## config.mk

```make
export PLATFORM = sky130hd
export DESIGN_NAME = video_timing_analyzer
export DESIGN_NICKNAME = d
export VERILOG_FILES = /design/src/rtl/video_analyzer_pkg.sv /design/src/rtl/sync_edge_detect.sv /design/src/rtl/video_timing_analyzer.sv
export SDC_FILE = /design/constraint.sdc
export NUM_CORES = 1
export LEC_CHECK = 0
export CAP_MARGIN = 5
export CORE_MARGIN = 5
export CORE_UTILIZATION = 35
export CTS_BUF_LIST = sky130_fd_sc_hd__clkbuf_16
export DETAILED_ROUTE_END_ITERATION = 6
export PLACE_DENSITY = 0.61
export SLEW_MARGIN = 20
export SYNTH_ARGS = -nofsm -noshare
export SYNTH_HDL_FRONTEND = slang
export SYNTH_SLANG_ARGS = --single-unit
```

## constraint.sdc

```tcl
create_clock -name Clock -period 2.75 [get_ports Clock]
set_input_delay 0.55 -clock Clock [delete_from_list [all_inputs] [get_ports Clock]]
set_output_delay 0.55 -clock Clock [all_outputs]
set_load 0.01 [all_outputs]
```

## src/rtl/video_analyzer_pkg.sv

```systemverilog
// video_analyzer_pkg: shared state, geometry and CRC definitions
// for the video_timing_analyzer receive-side monitor.
package video_analyzer_pkg;

    typedef enum logic [1:0] {
        SEARCH  = 2'd0,
        MEASURE = 2'd1,
        TRACK   = 2'd2
    } state_t;

    // Fields sized for the widest supported counter (CNT_W <= GEOM_W).
    localparam int GEOM_W = 16;

    typedef struct packed {
        logic [GEOM_W-1:0] h_act;
        logic [GEOM_W-1:0] v_act;
        logic [GEOM_W-1:0] h_tot;
        logic [GEOM_W-1:0] v_tot;
    } geom_t;

    localparam logic [15:0] CRC_POLY = 16'h1021;
    localparam logic [15:0] CRC_INIT = 16'hFFFF;

    function automatic logic [15:0] crc16_step(
        input logic [15:0] crc,
        input logic [23:0] data
    );
        logic [15:0] c;
        c = crc;
        for (int i = 23; i >= 0; i--) begin
            if (c[15] ^ data[i]) c = {c[14:0], 1'b0} ^ CRC_POLY;
            else                 c = {c[14:0], 1'b0};
        end
        return c;
    endfunction

endpackage

```

## src/rtl/sync_edge_detect.sv

```systemverilog
// sync_edge_detect: registers a sync input, normalises it to
// active-high and emits a one-clock pulse on its rising edge.
module sync_edge_detect #(
    parameter int ACTIVE_HIGH = 0
) (
    input  logic i_clk,
    input  logic i_rst_n,
    input  logic i_sig,
    output logic o_edge
);

    logic r_sync;
    logic r_prev;

    always_ff @(posedge i_clk or negedge i_rst_n) begin
        if (!i_rst_n) begin
            r_sync <= 1'b0;
            r_prev <= 1'b0;
        end else begin
            r_sync <= (ACTIVE_HIGH != 0) ? i_sig : ~i_sig;
            r_prev <= r_sync;
        end
    end

    assign o_edge = r_sync & ~r_prev;

endmodule

```

## src/rtl/video_timing_analyzer.sv

```systemverilog
// video_timing_analyzer: passive monitor measuring frame geometry and lock.
// Frame CRC over active pixels is built when VIDEO_TIMING_ANALYZER_CRC_EN is defined.
module video_timing_analyzer
    import video_analyzer_pkg::*;
#(
    parameter int CNT_W          = 12,
    parameter int LOCK_FRAMES    = 3,
    parameter int HS_ACTIVE_HIGH = 0,
    parameter int VS_ACTIVE_HIGH = 0
) (
    input  logic             Clock,
    input  logic             Reset,
    input  logic             HS,
    input  logic             VS,
    input  logic             DE,
    input  logic [7:0]       R,
    input  logic [7:0]       G,
    input  logic [7:0]       B,
    output logic [CNT_W-1:0] HActive,
    output logic [CNT_W-1:0] VActive,
    output logic [CNT_W-1:0] HTotal,
    output logic [CNT_W-1:0] VTotal,
    output logic             FrameDone,
    output logic             Locked,
    output logic             ErrLine,
    output logic             ErrGeom,
    output logic [15:0]      FrameCrc
);

    localparam logic [3:0] LOCK_M1 = 4'(LOCK_FRAMES - 1);

    function automatic logic [CNT_W-1:0] sat_inc(input logic [CNT_W-1:0] v);
        return (&v) ? v : v + CNT_W'(1);
    endfunction

    logic w_hs_edge;
    logic w_vs_edge;

    sync_edge_detect #(.ACTIVE_HIGH(HS_ACTIVE_HIGH)) u_hs_edge (
        .i_clk   (Clock),
        .i_rst_n (Reset),
        .i_sig   (HS),
        .o_edge  (w_hs_edge)
    );

    sync_edge_detect #(.ACTIVE_HIGH(VS_ACTIVE_HIGH)) u_vs_edge (
        .i_clk   (Clock),
        .i_rst_n (Reset),
        .i_sig   (VS),
        .o_edge  (w_vs_edge)
    );

    logic             r_de;
    logic [CNT_W-1:0] r_pix_cnt;
    logic [CNT_W-1:0] r_de_cnt;
    logic [CNT_W-1:0] r_line_total;
    logic [CNT_W-1:0] r_ref_de;
    logic [CNT_W-1:0] r_line_cnt;
    logic [CNT_W-1:0] r_act_lines;
    logic             r_line_err;
    geom_t            r_cand;
    logic             r_cand_err;
    logic             r_pend;

    state_t           r_state;
    geom_t            r_pub;
    logic             r_have_prev;
    logic [3:0]       r_match_cnt;
    logic             r_fdone;
    logic             r_locked;
    logic             r_err_line;
    logic             r_err_geom;

    logic [CNT_W-1:0] w_line_de;
    logic [CNT_W-1:0] w_ref_n;
    logic             w_err_n;
    logic [CNT_W-1:0] w_lcnt_n;
    logic [CNT_W-1:0] w_act_n;
    logic [CNT_W-1:0] w_ltot_n;
    geom_t            w_cand;
    logic             w_match;
    logic [3:0]       w_match_n;

    // Line close is folded in first so a coincident VS sees the closing line.
    assign w_line_de = r_de ? sat_inc(r_de_cnt) : r_de_cnt;
    assign w_ref_n   = (w_hs_edge && r_ref_de == '0) ? w_line_de : r_ref_de;
    assign w_err_n   = r_line_err | (w_hs_edge && w_line_de != '0
                       && r_ref_de != '0 && w_line_de != r_ref_de);
    assign w_lcnt_n  = w_hs_edge ? sat_inc(r_line_cnt) : r_line_cnt;
    assign w_act_n   = (w_hs_edge && w_line_de != '0) ? sat_inc(r_act_lines)
                                                      : r_act_lines;
    assign w_ltot_n  = w_hs_edge ? sat_inc(r_pix_cnt) : r_line_total;

    assign w_cand.h_act = GEOM_W'(w_ref_n);
    assign w_cand.v_act = GEOM_W'(w_act_n);
    assign w_cand.h_tot = GEOM_W'(w_ltot_n);
    assign w_cand.v_tot = GEOM_W'(w_lcnt_n);

    always_ff @(posedge Clock or negedge Reset) begin
        if (!Reset) begin
            r_de         <= 1'b0;
            r_pix_cnt    <= '0;
            r_de_cnt     <= '0;
            r_line_total <= '0;
            r_ref_de     <= '0;
            r_line_cnt   <= '0;
            r_act_lines  <= '0;
            r_line_err   <= 1'b0;
            r_cand       <= '0;
            r_cand_err   <= 1'b0;
            r_pend       <= 1'b0;
        end else begin
            r_de         <= DE;
            r_pix_cnt    <= w_hs_edge ? '0 : sat_inc(r_pix_cnt);
            r_de_cnt     <= w_hs_edge ? '0 : w_line_de;
            r_line_total <= w_ltot_n;
            r_pend       <= w_vs_edge && (r_state != SEARCH);
            if (w_vs_edge) begin
                r_ref_de    <= '0;
                r_line_cnt  <= '0;
                r_act_lines <= '0;
                r_line_err  <= 1'b0;
                r_cand      <= w_cand;
                r_cand_err  <= w_err_n;
            end else begin
                r_ref_de    <= w_ref_n;
                r_line_cnt  <= w_lcnt_n;
                r_act_lines <= w_act_n;
                r_line_err  <= w_err_n;
            end
        end
    end

    assign w_match   = r_have_prev && (r_cand == r_pub);
    assign w_match_n = !w_match ? 4'd0 :
                       (&r_match_cnt) ? r_match_cnt : r_match_cnt + 4'd1;

    always_ff @(posedge Clock or negedge Reset) begin
        if (!Reset) begin
            r_state     <= SEARCH;
            r_pub       <= '0;
            r_have_prev <= 1'b0;
            r_match_cnt <= '0;
            r_fdone     <= 1'b0;
            r_locked    <= 1'b0;
            r_err_line  <= 1'b0;
            r_err_geom  <= 1'b0;
        end else begin
            r_fdone <= 1'b0;
            if (r_pend) begin
                r_pub       <= r_cand;
                r_fdone     <= 1'b1;
                r_have_prev <= 1'b1;
                if (r_cand_err) r_err_line <= 1'b1;
            end
            unique case (r_state)
                SEARCH: begin
                    if (w_vs_edge) r_state <= MEASURE;
                end
                MEASURE: begin
                    if (r_pend) begin
                        r_match_cnt <= w_match_n;
                        if (w_match_n >= LOCK_M1) begin
                            r_state  <= TRACK;
                            r_locked <= 1'b1;
                        end
                    end
                end
                TRACK: begin
                    if (r_pend) begin
                        if (w_match) begin
                            r_match_cnt <= w_match_n;
                        end else begin
                            r_match_cnt <= '0;
                            r_locked    <= 1'b0;
                            r_err_geom  <= 1'b1;
                            r_state     <= MEASURE;
                        end
                    end
                end
                default: r_state <= SEARCH;
            endcase
        end
    end

    assign HActive   = r_pub.h_act[CNT_W-1:0];
    assign VActive   = r_pub.v_act[CNT_W-1:0];
    assign HTotal    = r_pub.h_tot[CNT_W-1:0];
    assign VTotal    = r_pub.v_tot[CNT_W-1:0];
    assign FrameDone = r_fdone;
    assign Locked    = r_locked;
    assign ErrLine   = r_err_line;
    assign ErrGeom   = r_err_geom;

`ifdef VIDEO_TIMING_ANALYZER_CRC_EN
    logic [23:0] r_rgb;
    logic [15:0] r_crc;
    logic [15:0] r_cand_crc;
    logic [15:0] r_crc_pub;
    logic [15:0] w_crc_n;

    assign w_crc_n = r_de ? crc16_step(r_crc, r_rgb) : r_crc;

    always_ff @(posedge Clock or negedge Reset) begin
        if (!Reset) begin
            r_rgb      <= '0;
            r_crc      <= CRC_INIT;
            r_cand_crc <= '0;
            r_crc_pub  <= '0;
        end else begin
            r_rgb <= {R, G, B};
            r_crc <= w_vs_edge ? CRC_INIT : w_crc_n;
            if (w_vs_edge) r_cand_crc <= w_crc_n;
            if (r_pend)    r_crc_pub  <= r_cand_crc;
        end
    end

    assign FrameCrc = r_crc_pub;
`else
    logic w_unused_rgb;
    assign w_unused_rgb = ^{R, G, B};
    assign FrameCrc     = '0;
`endif

endmodule

```

**Word level (Yosys, flattened, before mapping)**

Index checks and enable logic that the tools add are counted.

- Word-level logic and storage cells: 107
- Bits in writable memories: 0
- Bits in read-only memories: 0
- Input bits: 29
- Register bits: 187
- Bits in latches: 0
- Memories kept: 0

- Reduce and logical (&&, ||, !) cells: 22
- Eq/ne operators: 9
- Divide/modulo/power cells: 0
- Mux-type cells: 33
- $mul: 0
- Magnitude comparators: 1
- Add/subtract/negate cells: 5
- Shift-type cells: 0
- Bitwise gates (word level): 8

Operator list:

| cell | count |
|---|---|
| $mux W12 | 14 |
| $add A12 B1 Y12 const B | 4 |
| $eq A48 B48 Y1 | 1 |
| $reduce_and A12 Y1 | 4 |
| $reduce_bool A12 Y1 | 2 |
| $mux W4 | 5 |
| $logic_not A12 Y1 | 1 |
| $ne A12 B12 Y1 | 1 |
| $mux W2 | 5 |
| $ne A2 B2 Y1 const B | 5 |
| $reduce_and A5 Y1 | 2 |
| $pmux W4 S2 | 1 |
| $logic_and A1 B1 Y1 | 6 |
| $mux W1 | 6 |
| $pmux W2 S3 | 1 |
| $reduce_and A3 Y1 | 2 |
| $not A1 Y1 | 5 |
| $add A4 B1 Y4 const B | 1 |
| $ge A4 B2 Y1 const B | 1 |
| $reduce_and A4 Y1 | 1 |
| $reduce_bool A2 Y1 | 2 |
| $and A1 B1 Y1 | 2 |
| $eq A2 B1 Y1 const B | 1 |
| $eq A2 B2 Y1 const B | 1 |
| other kinds (4) | 4 |

**Depth between registers and ports, before layout**

Gate-level depths: netlist (run 1).

- Word-level depth: 9
- Gate-level depth with buffers: 10

**Cells and area by module**

Synthesis (run 1) repeated with hierarchy kept, for this count alone.

- Cells, all modules: 850
- Area, all modules: 8,869.8 µm²

Modules (own cells, without submodules):

| module | times used | cells an instance | sequential area each (µm²) | area each (µm²) |
|---|---|---|---|---|
| video_timing_analyzer | 1 | 842 | 4,579.4 | 8,734.6 |
| sync_edge_detect | 2 | 4 | 50.0 | 67.6 |

**Least setup slack after synthesis (run 1)**

OpenSTA, ideal clock, no wires.

- Kind: register to register
- From: register r_de_cnt[0]
- To: register r_cand[42] (netlist name)
- Data arrival time: 2,418 ps
- Slack: 199 ps
- Path buffers: 1
- Stages on the path, launching flop included: 11
- Cell sequence: dfrtp_1 ha_1 inv_1 or4_4 nand2_1 mux2i_1 nor3_2 buf_4 nor4_1 mux2i_1 o21ai_0

- Word-level cells in the longest chain between the ends: 6
- Elaborated cells between the ends (all ways): 7

RTL lines:

| element | RTL line | text |
|---|---|---|
| start, declared | video_timing_analyzer.sv:55 | `logic [CNT_W-1:0] r_de_cnt;` |
| start signal, assigned | video_timing_analyzer.sv:115 | `r_de_cnt <= w_hs_edge ? '0 : w_line_de;` |
| $add A12 B1 Y12 / $reduce_and A12 Y1 (equally long branches) | video_timing_analyzer.sv:33 | `return (&v) ? v : v + CNT_W'(1);` |
| $mux W12 | video_timing_analyzer.sv:33 |  |
| $mux W12 (*) | video_timing_analyzer.sv:85 | `assign w_line_de = r_de ? sat_inc(r_de_cnt) : r_de_cnt;` |
| $reduce_bool A12 Y1 (*) | video_timing_analyzer.sv:90 | `assign w_act_n = (w_hs_edge && w_line_de != '0) ? sat_inc(r_act_lines)` |
| $logic_and A1 B1 Y1 (*) | video_timing_analyzer.sv:90 |  |
| $mux W12 (*) | video_timing_analyzer.sv:90 |  |
| end signal, assigned | video_timing_analyzer.sv:123 | `r_cand <= w_cand;` |
| end, declared | video_timing_analyzer.sv:61 | `geom_t r_cand;` |

Mark *: on every way between the ends. The rest lies on a longest branch, timed or not.
A chain may end at the register's enable or synchronous reset.

**Final worst setup path (run 1)**

- From: register r_de_cnt[0]
- To: register r_act_lines[8]

- Word-level cells in the longest chain between the ends: 7
- Elaborated cells between the ends (all ways): 8

RTL lines:

| element | RTL line | text |
|---|---|---|
| $add A12 B1 Y12 / $reduce_and A12 Y1 (equally long branches) | video_timing_analyzer.sv:33 |  |
| $mux W12 | video_timing_analyzer.sv:33 |  |
| $mux W12 (*) | video_timing_analyzer.sv:85 |  |
| $reduce_bool A12 Y1 (*) | video_timing_analyzer.sv:90 |  |
| $logic_and A1 B1 Y1 (*) | video_timing_analyzer.sv:90 |  |
| $mux W12 (*) | video_timing_analyzer.sv:90 |  |
| $mux W12 (*) | video_timing_analyzer.sv:118 | `if (w_vs_edge) begin` |
| end signal, assigned | video_timing_analyzer.sv:128 | `r_act_lines <= w_act_n;` |
| end, declared | video_timing_analyzer.sv:59 | `logic [CNT_W-1:0] r_act_lines;` |

Marked as above.

==> key figures, run 1 <==
Outcome
  – Status: finished with violations
  – Failing checks: negative setup slack

Critical path
  – Startpoint Class: register
  – Crit path max fanout: 6
  – Required @ worst endpoint: 3.04 ns
  – Crit path DAT: 3.09 ns
  – Highest-delay cell along the critical path: or4_4
  – Critical path, cell by cell: buf_6, nand4_1, or3_4, mux2i_4, nand4_1, nor3_4, buf_6, or4_4, xor2_2, nor2_1
  – CP top delay family: simple AND/OR/NAND/NOR gates
  – CP endpoint kind: register
  – CP max stage delay: 0.54 ns
  – Kind of critical path: reg2reg
  – Worst path bufs/invs: 2

CTS
  – CTS tree: yes
  – Root buf cell: clkbuf_16
  – Sink Count: 187
  – Max H-tree Level: 4
  – Worst-path clk slew: 0.07 ns
  – Clock buffer depth: 2
  – Hold Buf Count CTS: 0
  – Skew-Pair Late Insertion Delay: 0.44 ns
  – Cts bufs inserted: 17

Global routing
  – Initial antenna violation count: 0
  – First-pass GRT wire length: 35000 um
  – GRT Residual Overflow: 0
  – Gr usage total: 15.5%
  – Largest net degree at the start of global routing: 62
  – Number of global-route vias before repair: 6350

Cells and area
  – Antenna diodes: 0
  – Filler cells: 2406
  – Layout area overhead: 25.5%
  – Net count, final: 1018
  – Ratio of cells with drive above 1 in the final layout: 21.8%

Pwr
  – Design Power: 7.63 mW
  – Pwr dens: 687 nW/um^2
  – Max IR drop VDD: 0.000420 V
  – Leakage Power: 5.00 nW

Logic synthesis
  – Syn Inst Count: 864
  – Seq cells post-synth: 187
  – Sequential share of the synthesized area: 52.8%
  – Avg Inst Size Synth: 10.3 um^2
  – Synth warn: 0
  – Distinct cells, synth: 61
  – Post-synth ARST share: 100%
  – Syn Std Cell Area: 8860 um^2
  – Number of flops mapped to enable cells by yosys: 0
  – Ys flop type: dfrtp_1

STA
  – Fin. max-slew vios: 0
  – Final period utilization: 102%
  – Slew of the pin with the lowest slew margin: 0.720 ns
  – Worst setup margin: -0.0494 ns
  – Clk_skew: 0.0100 ns
  – Final setup vio count: 3
  – Post-route setup TNS: -0.108 ns
  – Max_slew headroom: 51.9%
  – RSZ-0062 raised after global routing: true
  – Minimum clock period: 2.80 ns
  – Final Hold Vio Count: 0
  – Max Clk Rate: 357 MHz

Floorplan
  – Die ar.: 28600 um^2
  – Die W: 169 um
  – Core area: 25000 um^2
  – Die Span Y: 169 um
  – # rows: 58
  – Boundary Pins: 97
  – Starting Density: 35.4%

Worst hold path
  – HP Class: in2async

Placed design
  – IO Port Bufs: 56
  – HPWL Detailed: 15900 um
  – Placement-stage worst setup slack: -0.0286 ns
  – GP Congestion: 0.853

Drt
  – Iteration-0 DRC Markers: 432
  – Via/cell ratio: 4.95
  – DR pass1 iterations: 5
  – Via Count: 6566
  – ANT nets after route: 0
  – Routed WL: 22200 um
  – DRC viols: 0
  – WL/cell: 16.7 um

Flow run
  – Maxcap violations: 0
cell usage in the layout, fill, tap and decap left out, types with 6 or more instances in the layout:
master | synthesis | routed
dfrtp_1 | 187 | 185
nand2_1 | 94 | 93
buf_4 | 17 | 80
nor2_1 | 79 | 79
o21ai_0 | 67 | 66
clkdlybuf4s50_1 | 0 | 55
mux2_2 | 52 | 52
xnor2_1 | 42 | 37
xor2_1 | 38 | 37
inv_1 | 29 | 29
a21oi_1 | 23 | 23
nand4_1 | 22 | 22
nand3_1 | 18 | 18
clkbuf_16 | 0 | 17
conb_1 | 1 | 16
nor3_1 | 14 | 12
nor4_1 | 15 | 10
o21ai_1 | 9 | 10
and3_1 | 9 | 9
mux2i_1 | 11 | 8
and2_1 | 8 | 8
nor2b_1 | 9 | 7
or3_1 | 7 | 6
final cells by class:
type	count	area, um^2	area share [%]
repair buffers	143	1260	11.3
flip-flops and latches	187	4680	42.1
well taps	330	413	3.71
clock inverters	15	186	1.68
clock buffers	17	425	3.83
multi-input cells	606	4040	36.3
inverters	29	109	0.979
power by group:
group | switching [mW] | internal [mW] | leakage, nW
Sequential | 0.266 | 3.02 | 2.52
Clock | 1.15 | 1.38 | 0.290
Combinational | 0.937 | 0.890 | 2.19
Total | 2.35 | 5.28 | 5.00
cell usage after synthesis, drive strengths merged (2+ instances only):
cell type,count,area (um^2)
nand3,20,110
a31o,2,17.5
nor3b,3,22.5
and4,4,35.0
clkbuf,31,118
nor2,79,297
inv,29,109
ha,5,62.6
nand2,94,353
nor4,16,106
o22ai,2,12.5
nand2b,6,37.5
and2,8,50.1
or2,5,31.3
o31ai,2,20.0
dfrtp,187,4680
and3,10,67.6
o221ai,3,26.3
o211ai,2,15.0
a31oi,2,12.5
mux2,52,586
xnor2,42,368
a21oi,23,115
a2111oi,2,17.5
buf,26,168
o21a,2,15.0
nor4b,3,26.3
nor2b,9,56.3
or4,5,41.3
xor2,38,333
mux2i,11,110
or3,7,43.8
nand3b,3,22.5
o21ai,76,380
a21o,2,15.0
nor3,16,90.1
a221oi,2,17.5
nand4,22,138
worst register-to-register path, delay by kind of cell (launching register included):
kind / cells / cell delay [ns]
xor gates and xnor gates: 1 / 0.18
and+or+nand+nor: 6 / 1.61
DFF: 1 / 0.38
buffers and inverters: 2 / 0.28
muxes: 1 / 0.20
metal layers:
metal  global-route usage (%)  part of all wire (%)  vias up
met2                     23.9                    46      127
met5                        0                     0        -
li1                         -                     -     3184
met3                     3.08                   3.6       21
met1                     22.3                    49     3234
met4                     4.41                   1.7        0
registers in the layout, indices dropped and copies added (netlist names), 2 cells and up:
name and cells:
VTotal 12, r_match_cnt 4, r_de_cnt 12, HTotal 12, HActive 12, r_line_cnt 12, r_act_lines 12, r_cand 48
r_ref_de 12, r_pix_cnt 12, r_line_total 12, r_state 2, VActive 12
kinds of logic (layout without fill, tap and decap cells):
family,count (synthesis),after routing,synth area share [%]
flops,187,187,52.8
fa+ha+maj,5,5,0.706
xor+xnor,80,80,7.91
mux,63,63,7.85
simple gates,312,312,17.5
compound gates,130,130,8.74
other cells,1,16,0.0423
buf+inv,86,204,4.45
per-stage QoR:
stage	instances	utilization (%)	area, um^2	hold slack, ns
2_1_floorplan	879	-	8910	0.254
3_3_place_gp	1281	40.7	10200	0.393
3_5_place_dp	1281	40.7	10200	0.394
4_1_cts	1314	43.3	10800	0.123
5_1_grt	1327	44.4	11100	0.145
6_report	1327	44.4	11100	0.120
path summary, 6_finish.rpt:
kind,startpoint,to,slack [ns],depth (start not counted)
max,r_de_cnt[0],r_act_lines[8],-0.05,10
min,Reset,r_de_cnt[5],0.12,1
max reg2reg,r_de_cnt[0],r_act_lines[8],-0.05,10
min in group Clock,u_hs_edge.r_sync,u_hs_edge.r_prev,0.41,0
min reg2reg,u_hs_edge.r_sync,u_hs_edge.r_prev,0.41,0
max in group asynchronous,Reset,r_de_cnt[2],1.93,2
what timing repair did:
action / CTS / global route
buffers inserted: 1 / 12
pin swaps: 3 / 14
gates cloned: 0 / 1
setup endpoints to repair: 7 / 31
gates resized for setup: 4 / 37
Note: power is estimated with default switching activity, not from simulation.
==> inputs of run 2 (changes only) <==
- PLACE_DENSITY: 0.61 -> not set
- PLACE_DENSITY_LB_ADDON: not set -> 0.25
- clock period: 2.75 -> 2.3 ns (I/O delays scaled with it)
==> key figures, run 2 (same netlist as run 1, synthesis figures left out) <==
STA
  – Fin. max-slew vios: 0 (unchanged)
  – Clk_skew: 0.0102 ns (+0.000108 ns)
  – Worst setup margin: -0.300 ns (-0.250 ns)
  – Hold WS: 0.420 ns (+0.301 ns)
  – Minimum clock period: 2.60 ns (-0.200 ns)
  – Final Hold Vio Count: 0 (unchanged)
  – Final period utilization: 113% (+11 points)
  – Post-route setup TNS: -6.35 ns (-6.24 ns)
  – Slew of the pin with the lowest slew margin: 0.630 ns (-0.0901 ns)
  – RSZ-0062 raised after global routing: true
  – Max Clk Rate: 385 MHz (+7.7%)
  – Max_slew headroom: 57.9% (+6.0 points)
  – Final setup vio count: 34 (+31)

CTS
  – Clock buffer depth: 2 (unchanged)
  – CTS tree: yes
  – Skew-Pair Late Insertion Delay: 0.43 ns (about the same)
  – Sink Count: 187 (unchanged)
  – Root buf cell: clkbuf_16
  – Max H-tree Level: 4 (unchanged)
  – Cts bufs inserted: 17 (unchanged)
  – Worst-path clk slew: 0.07 ns (about the same)

Cells and area
  – Commonest non-fill, non-tap cell in the layout: dfrtp_1
  – Final cell count without fillers: 1430 (+7.8%)
  – Ratio of cells with drive above 1 in the final layout: 31.0% (+9.2 points)
  – Layout area overhead: 36.9%
  – Net count, final: 1122 (+10%)
  – Register with the most flip-flops: r_cand
  – Max reg flops: 48 (unchanged)
  – Antenna diodes: 0 (unchanged)
  – Final instance area: 12100 um^2 (+9.1%)
  – Most frequent cells in the layout: 182 x dfrtp_1, 174 x buf_4, 92 x nand2_1, 76 x nor2_1, 61 x o21ai_0

Critical path
  – Crit path max fanout: 12 (+6)
  – Required @ worst endpoint: 2.61 ns (-0.43 ns)
  – CP endpoint kind: register
  – Crit path DAT: 2.91 ns (-0.18 ns)
  – Kind of critical path: reg2reg
  – Startpoint Class: register

Placed design
  – GP Congestion: 0.847 (-0.80%)
  – Placed cell count: 1384 (+8.0%)
  – DP Area: 11100 um^2 (+8.9%)
  – HPWL Detailed: 16800 um (+5.5%)
  – IO Port Bufs: 56 (unchanged)
  – Placement-stage worst setup slack: -0.411 ns (-0.382 ns)

Floorplan
  – Die ar.: 28600 um^2 (unchanged)
  – Core area: 25000 um^2 (unchanged)
  – Die Span Y: 169 um (unchanged)
  – # rows: 58 (unchanged)
  – Die W: 169 um (unchanged)
  – Starting Density: 35.4% (unchanged)
  – Boundary Pins: 97 (unchanged)

Worst hold path
  – HP Class: reg2reg

Drt
  – DR pass1 iterations: 4 (-1)
  – DRC viols: 0 (unchanged)
  – Routed WL: 23100 um (+3.9%)
  – Iteration-0 DRC Markers: 367 (-15%)
  – ANT nets after route: 0 (unchanged)
  – Via/cell ratio: 4.82 (-2.6%)
  – Via Count: 6895 (+5.0%)
  – WL/cell: 16.1 um (-3.6%)

Global routing
  – GRT Residual Overflow: 0 (unchanged)
  – Number of global-route vias before repair: 7041 (+11%)
  – Largest net degree at the start of global routing: 76 (+23%)
  – First-pass GRT wire length: 38000 um (+8.4%)
  – Initial antenna violation count: 0 (unchanged)
  – Gr usage total: 16.7% (+1.2 points)

Pwr
  – Leakage Power: 5.62 nW (+12%)
  – Pwr dens: 784 nW/um^2 (+14%)
  – Max IR drop VDD: 0.000507 V (+21%)

Outcome
  – Status: finished with violations
  – Failing checks: negative setup slack

Flow run
  – Maxcap violations: 0 (unchanged)
==> run 2: changes by cell type in the layout (fill, tap and decap cells not counted), moves of 4 or more <==
cell	before	now
clkinv_1	0	4
a21oi_1	23	17
buf_6	5	10
buf_12	2	6
buf_4	80	174
o21ai_0	66	61
a21oi_2	0	6
==> run 2: worst paths after layout <==
check	from	to	slack (ns)	cells past startpoint
max	r_de_cnt[1]	r_cand[33]	-0.30	10
min	u_hs_edge.r_sync	u_hs_edge.r_prev	0.42	0
max reg2reg	r_de_cnt[1]	r_cand[33]	-0.30	10
min reg2reg	u_hs_edge.r_sync	u_hs_edge.r_prev	0.42	0
max in group asynchronous	Reset	r_de_cnt[8]	1.07	3
min in group asynchronous	Reset	r_line_total[11]	0.55	2
==> run 2: final cells by class <==
type	count	area, um^2
multi-input combinational	606	4240
clock inverter	14	139
inverter	29	114
sequential	187	4690
tap	330	413
fill	2332	12900
clock buffer	17	425
timing repair buffer	247	2110
==> run 2: per-stage QoR <==
step	total power, mW	util (%)
4_1_cts	9.44	47.7
3_3_place_gp	6.32	44.3
6_report	9.51	48.4
5_1_grt	10.0	48.4
3_5_place_dp	6.34	44.3
2_1_floorplan	5.06	-
==> run 2: report_power, final <==
part / total (mW) / switching (mW) / internal (mW)
combinational: 2.77 / 1.33 / 1.44
clock: 2.88 / 1.21 / 1.67
sequential: 3.87 / 0.257 / 3.61
==> run 2: per-layer routing <==
| metal | vias up | share of wire [%] | global-route usage (%) |
|---|---|---|---|
| met1 | 3409 | 48 | 23.9 |
| met5 | - | 0 | 0 |
| met2 | 89 | 48 | 26.7 |
| met3 | 13 | 3.1 | 3.34 |
| li1 | 3384 | - | - |
| met4 | 0 | 0.88 | 2.94 |
==> run 2: repair_timing <==
item | 4_1_cts | 5_1_grt
endpoints found under the hold margin | 44 | 0
pin swaps | 9 | 13
hold buffers | 1 | 0
endpoints found under the setup margin | 34 | 46
gates resized for setup | 42 | 34
buffers inserted | 11 | 3
==> run 2: critical path, stage by stage, from the launching register on <==
cell     delay (ns)
dfrtp_1        0.41
ha_4           0.20
inv_6          0.06
or4_4          0.53
nand2_4        0.11
mux2i_4        0.24
nor3_4         0.08
buf_12         0.15
nor3_2         0.29
mux2i_1        0.29
a21oi_1        0.10
==> inputs of run 3 (changes only) <==
- SKIP_CTS_REPAIR_TIMING: not set -> 1
==> key figures, run 3 (same netlist as run 1, synthesis figures left out) <==
Placed design
  – HPWL Detailed: 16800 um (unchanged)
  – GP Congestion: 0.847 (unchanged)
  – IO Port Bufs: 56 (unchanged)
  – DP Area: 11100 um^2 (unchanged)

CTS
  – CTS tree: yes
  – Cts bufs inserted: 17 (unchanged)
  – Clock buffer depth: 2 (unchanged)
  – Worst-path clk slew: 0.07 ns (about the same)
  – Root buf cell: clkbuf_16
  – Sink Count: 187 (unchanged)
  – Skew-Pair Late Insertion Delay: 0.43 ns (about the same)
  – Max H-tree Level: 4 (unchanged)

STA
  – Clk_skew: 0.00997 ns (-0.000177 ns)
  – Hold WS: 0.420 ns (-0.000399 ns)
  – Max Clk Rate: 377 MHz (-1.9%)
  – Final period utilization: 115% (+2.2 points)
  – Final Hold Vio Count: 0 (unchanged)
  – RSZ-0062 raised after global routing: true
  – Fin. max-slew vios: 0 (unchanged)
  – Minimum clock period: 2.65 ns (+0.0514 ns)
  – Slew of the pin with the lowest slew margin: 0.627 ns (-0.00246 ns)
  – Final setup vio count: 34 (unchanged)
  – Max_slew headroom: 58.1% (+0.16 points)
  – Worst setup margin: -0.351 ns (-0.0514 ns)

Critical path
  – Startpoint Class: register
  – CP endpoint kind: register
  – Crit path max fanout: 12 (unchanged)
  – Required @ worst endpoint: 2.61 ns (about the same)
  – Kind of critical path: reg2reg
  – Crit path DAT: 2.96 ns (+0.05 ns)

Global routing
  – Number of global-route vias before repair: 6908 (-1.9%)
  – Gr usage total: 16.4% (-0.25 points)
  – First-pass GRT wire length: 37300 um (-1.7%)
  – GRT Residual Overflow: 0 (unchanged)
  – Initial antenna violation count: 0 (unchanged)
  – Largest net degree at the start of global routing: 76 (unchanged)

Floorplan
  – Die ar.: 28600 um^2 (unchanged)
  – Core area: 25000 um^2 (unchanged)
  – # rows: 58 (unchanged)
  – Die Span Y: 169 um (unchanged)
  – Starting Density: 35.4% (unchanged)
  – Boundary Pins: 97 (unchanged)
  – Die W: 169 um (unchanged)

Drt
  – DRC viols: 0 (unchanged)
  – Routed WL: 22800 um (-1.0%)
  – ANT nets after route: 0 (unchanged)
  – DR pass1 iterations: 7 (+3)
  – Via Count: 6812 (-1.2%)
  – Iteration-0 DRC Markers: 400 (+9.0%)
  – WL/cell: 16.1 um (-0.26%)
  – Via/cell ratio: 4.80 (-0.44%)

Outcome
  – Failing checks: negative setup slack
  – Status: finished with violations

Pwr
  – Comb pwr share: 27.4% (-1.7 points)
  – Sequential share of power: 41.6% (+0.9 points)
  – Power share of the clock group: 31.0% (+0.8 points)
  – Net switching share of the total power: 29.3% (-0.068 points)
  – Pint: 6.58 mW (-2.2%)
  – Sw power: 2.72 mW (-2.5%)
  – Leakage Power: 5.52 nW (-1.9%)
  – Max IR drop VDD: 0.000508 V (about the same)
  – Pwr dens: 782 nW/um^2 (-0.25%)

Cells and area
  – Filler cells: 2361 (+1.2%)
  – Final instance area: 11900 um^2 (-2.0%)
  – Commonest non-fill, non-tap cell in the layout: dfrtp_1
  – Sequential standard cell area: 4680 um^2 (about the same)
  – Antenna diodes: 0 (unchanged)
  – Core Util, Final: 47.5% (-0.97 points)
  – Net count, final: 1111 (-0.98%)
  – Area of the multi-input gates: 4110 um^2 (-3.0%)
  – Max reg flops: 48 (unchanged)
  – Register with the most flip-flops: r_cand
  – Most frequent cells in the layout: 184 x dfrtp_1, 171 x buf_4, 92 x nand2_1, 77 x nor2_1, 62 x o21ai_0
  – Layout area overhead: 34.2%
  – Ratio of cells with drive above 1 in the final layout: 28.9% (-2.1 points)

Flow run
  – Maxcap violations: 0 (unchanged)

Worst hold path
  – HP Class: reg2reg
-- run 3: power by group through the flow --
| stage | Sequential [mW] | Combinational (mW) | Clock, mW |
|---|---|---|---|
| finish | 3.87 | 2.55 | 2.88 |
| global route | 3.91 | 2.78 | 3.09 |
| CTS | 3.85 | 2.44 | 2.94 |
| detailed placement | 3.91 | 2.43 | 0 |
| global placement | 3.90 | 2.42 | 0 |
| floorplan | 3.94 | 1.12 | 0 |
-- run 3: path summary, 6_finish.rpt --
| path | cells past startpoint | from | slack, ns | endpoint |
|---|---|---|---|---|
| worst max register to register | 10 | r_de_cnt[4] | -0.35 | r_cand[33] |
| worst max-delay path | 10 | r_de_cnt[4] | -0.35 | r_cand[33] |
| worst min register to register | 0 | u_hs_edge.r_sync | 0.42 | u_hs_edge.r_prev |
| worst min-delay path | 0 | u_hs_edge.r_sync | 0.42 | u_hs_edge.r_prev |
| max in group asynchronous | 3 | Reset | 1.09 | r_de_cnt[4] |
| min in group asynchronous | 2 | Reset | 0.55 | r_line_total[11] |
-- run 3: layout make-up --
| cell class | instances | share of cell area, % |
|---|---|---|
| tap | 330 | 3.47 |
| clock inverter | 14 | 1.17 |
| inverter | 29 | 0.937 |
| multi-input combinational | 606 | 34.6 |
| sequential | 187 | 39.4 |
| clock buffer | 17 | 3.58 |
| timing repair buffer | 236 | 16.8 |
-- run 3: stage by stage --
stage / worst slack [ns] / instances / TNS, ns / total power, mW
detailed placement: -0.411 / 1384 / -10.36 / 6.34
global placement: -0.456 / 1384 / -10.07 / 6.32
finish: -0.351 / 1419 / -8.44 / 9.30
CTS: -0.447 / 1415 / -11.45 / 9.24
global route: -0.480 / 1419 / -12.77 / 9.77
floorplan: -0.109 / 879 / -1.70 / 5.06
-- run 3: critical path: stages, from the launching register on --
cell and delay, ns:
dfrtp_2 0.42, nand4_1 0.19, buf_6 0.19, or4_4 0.47, nand2_4 0.11, mux2i_4 0.25
nor3_4 0.08, buf_12 0.15, nor3_2 0.29, mux2i_1 0.29, a21oi_1 0.10
-- run 3: metal layers --
layer	track usage [%]	up-vias	share of wire (%)
li1	-	3369	-
met1	23.6	3325	48
met2	26.3	104	47
met3	3.34	14	4.0
met4	2.94	0	0.87
met5	0	-	0
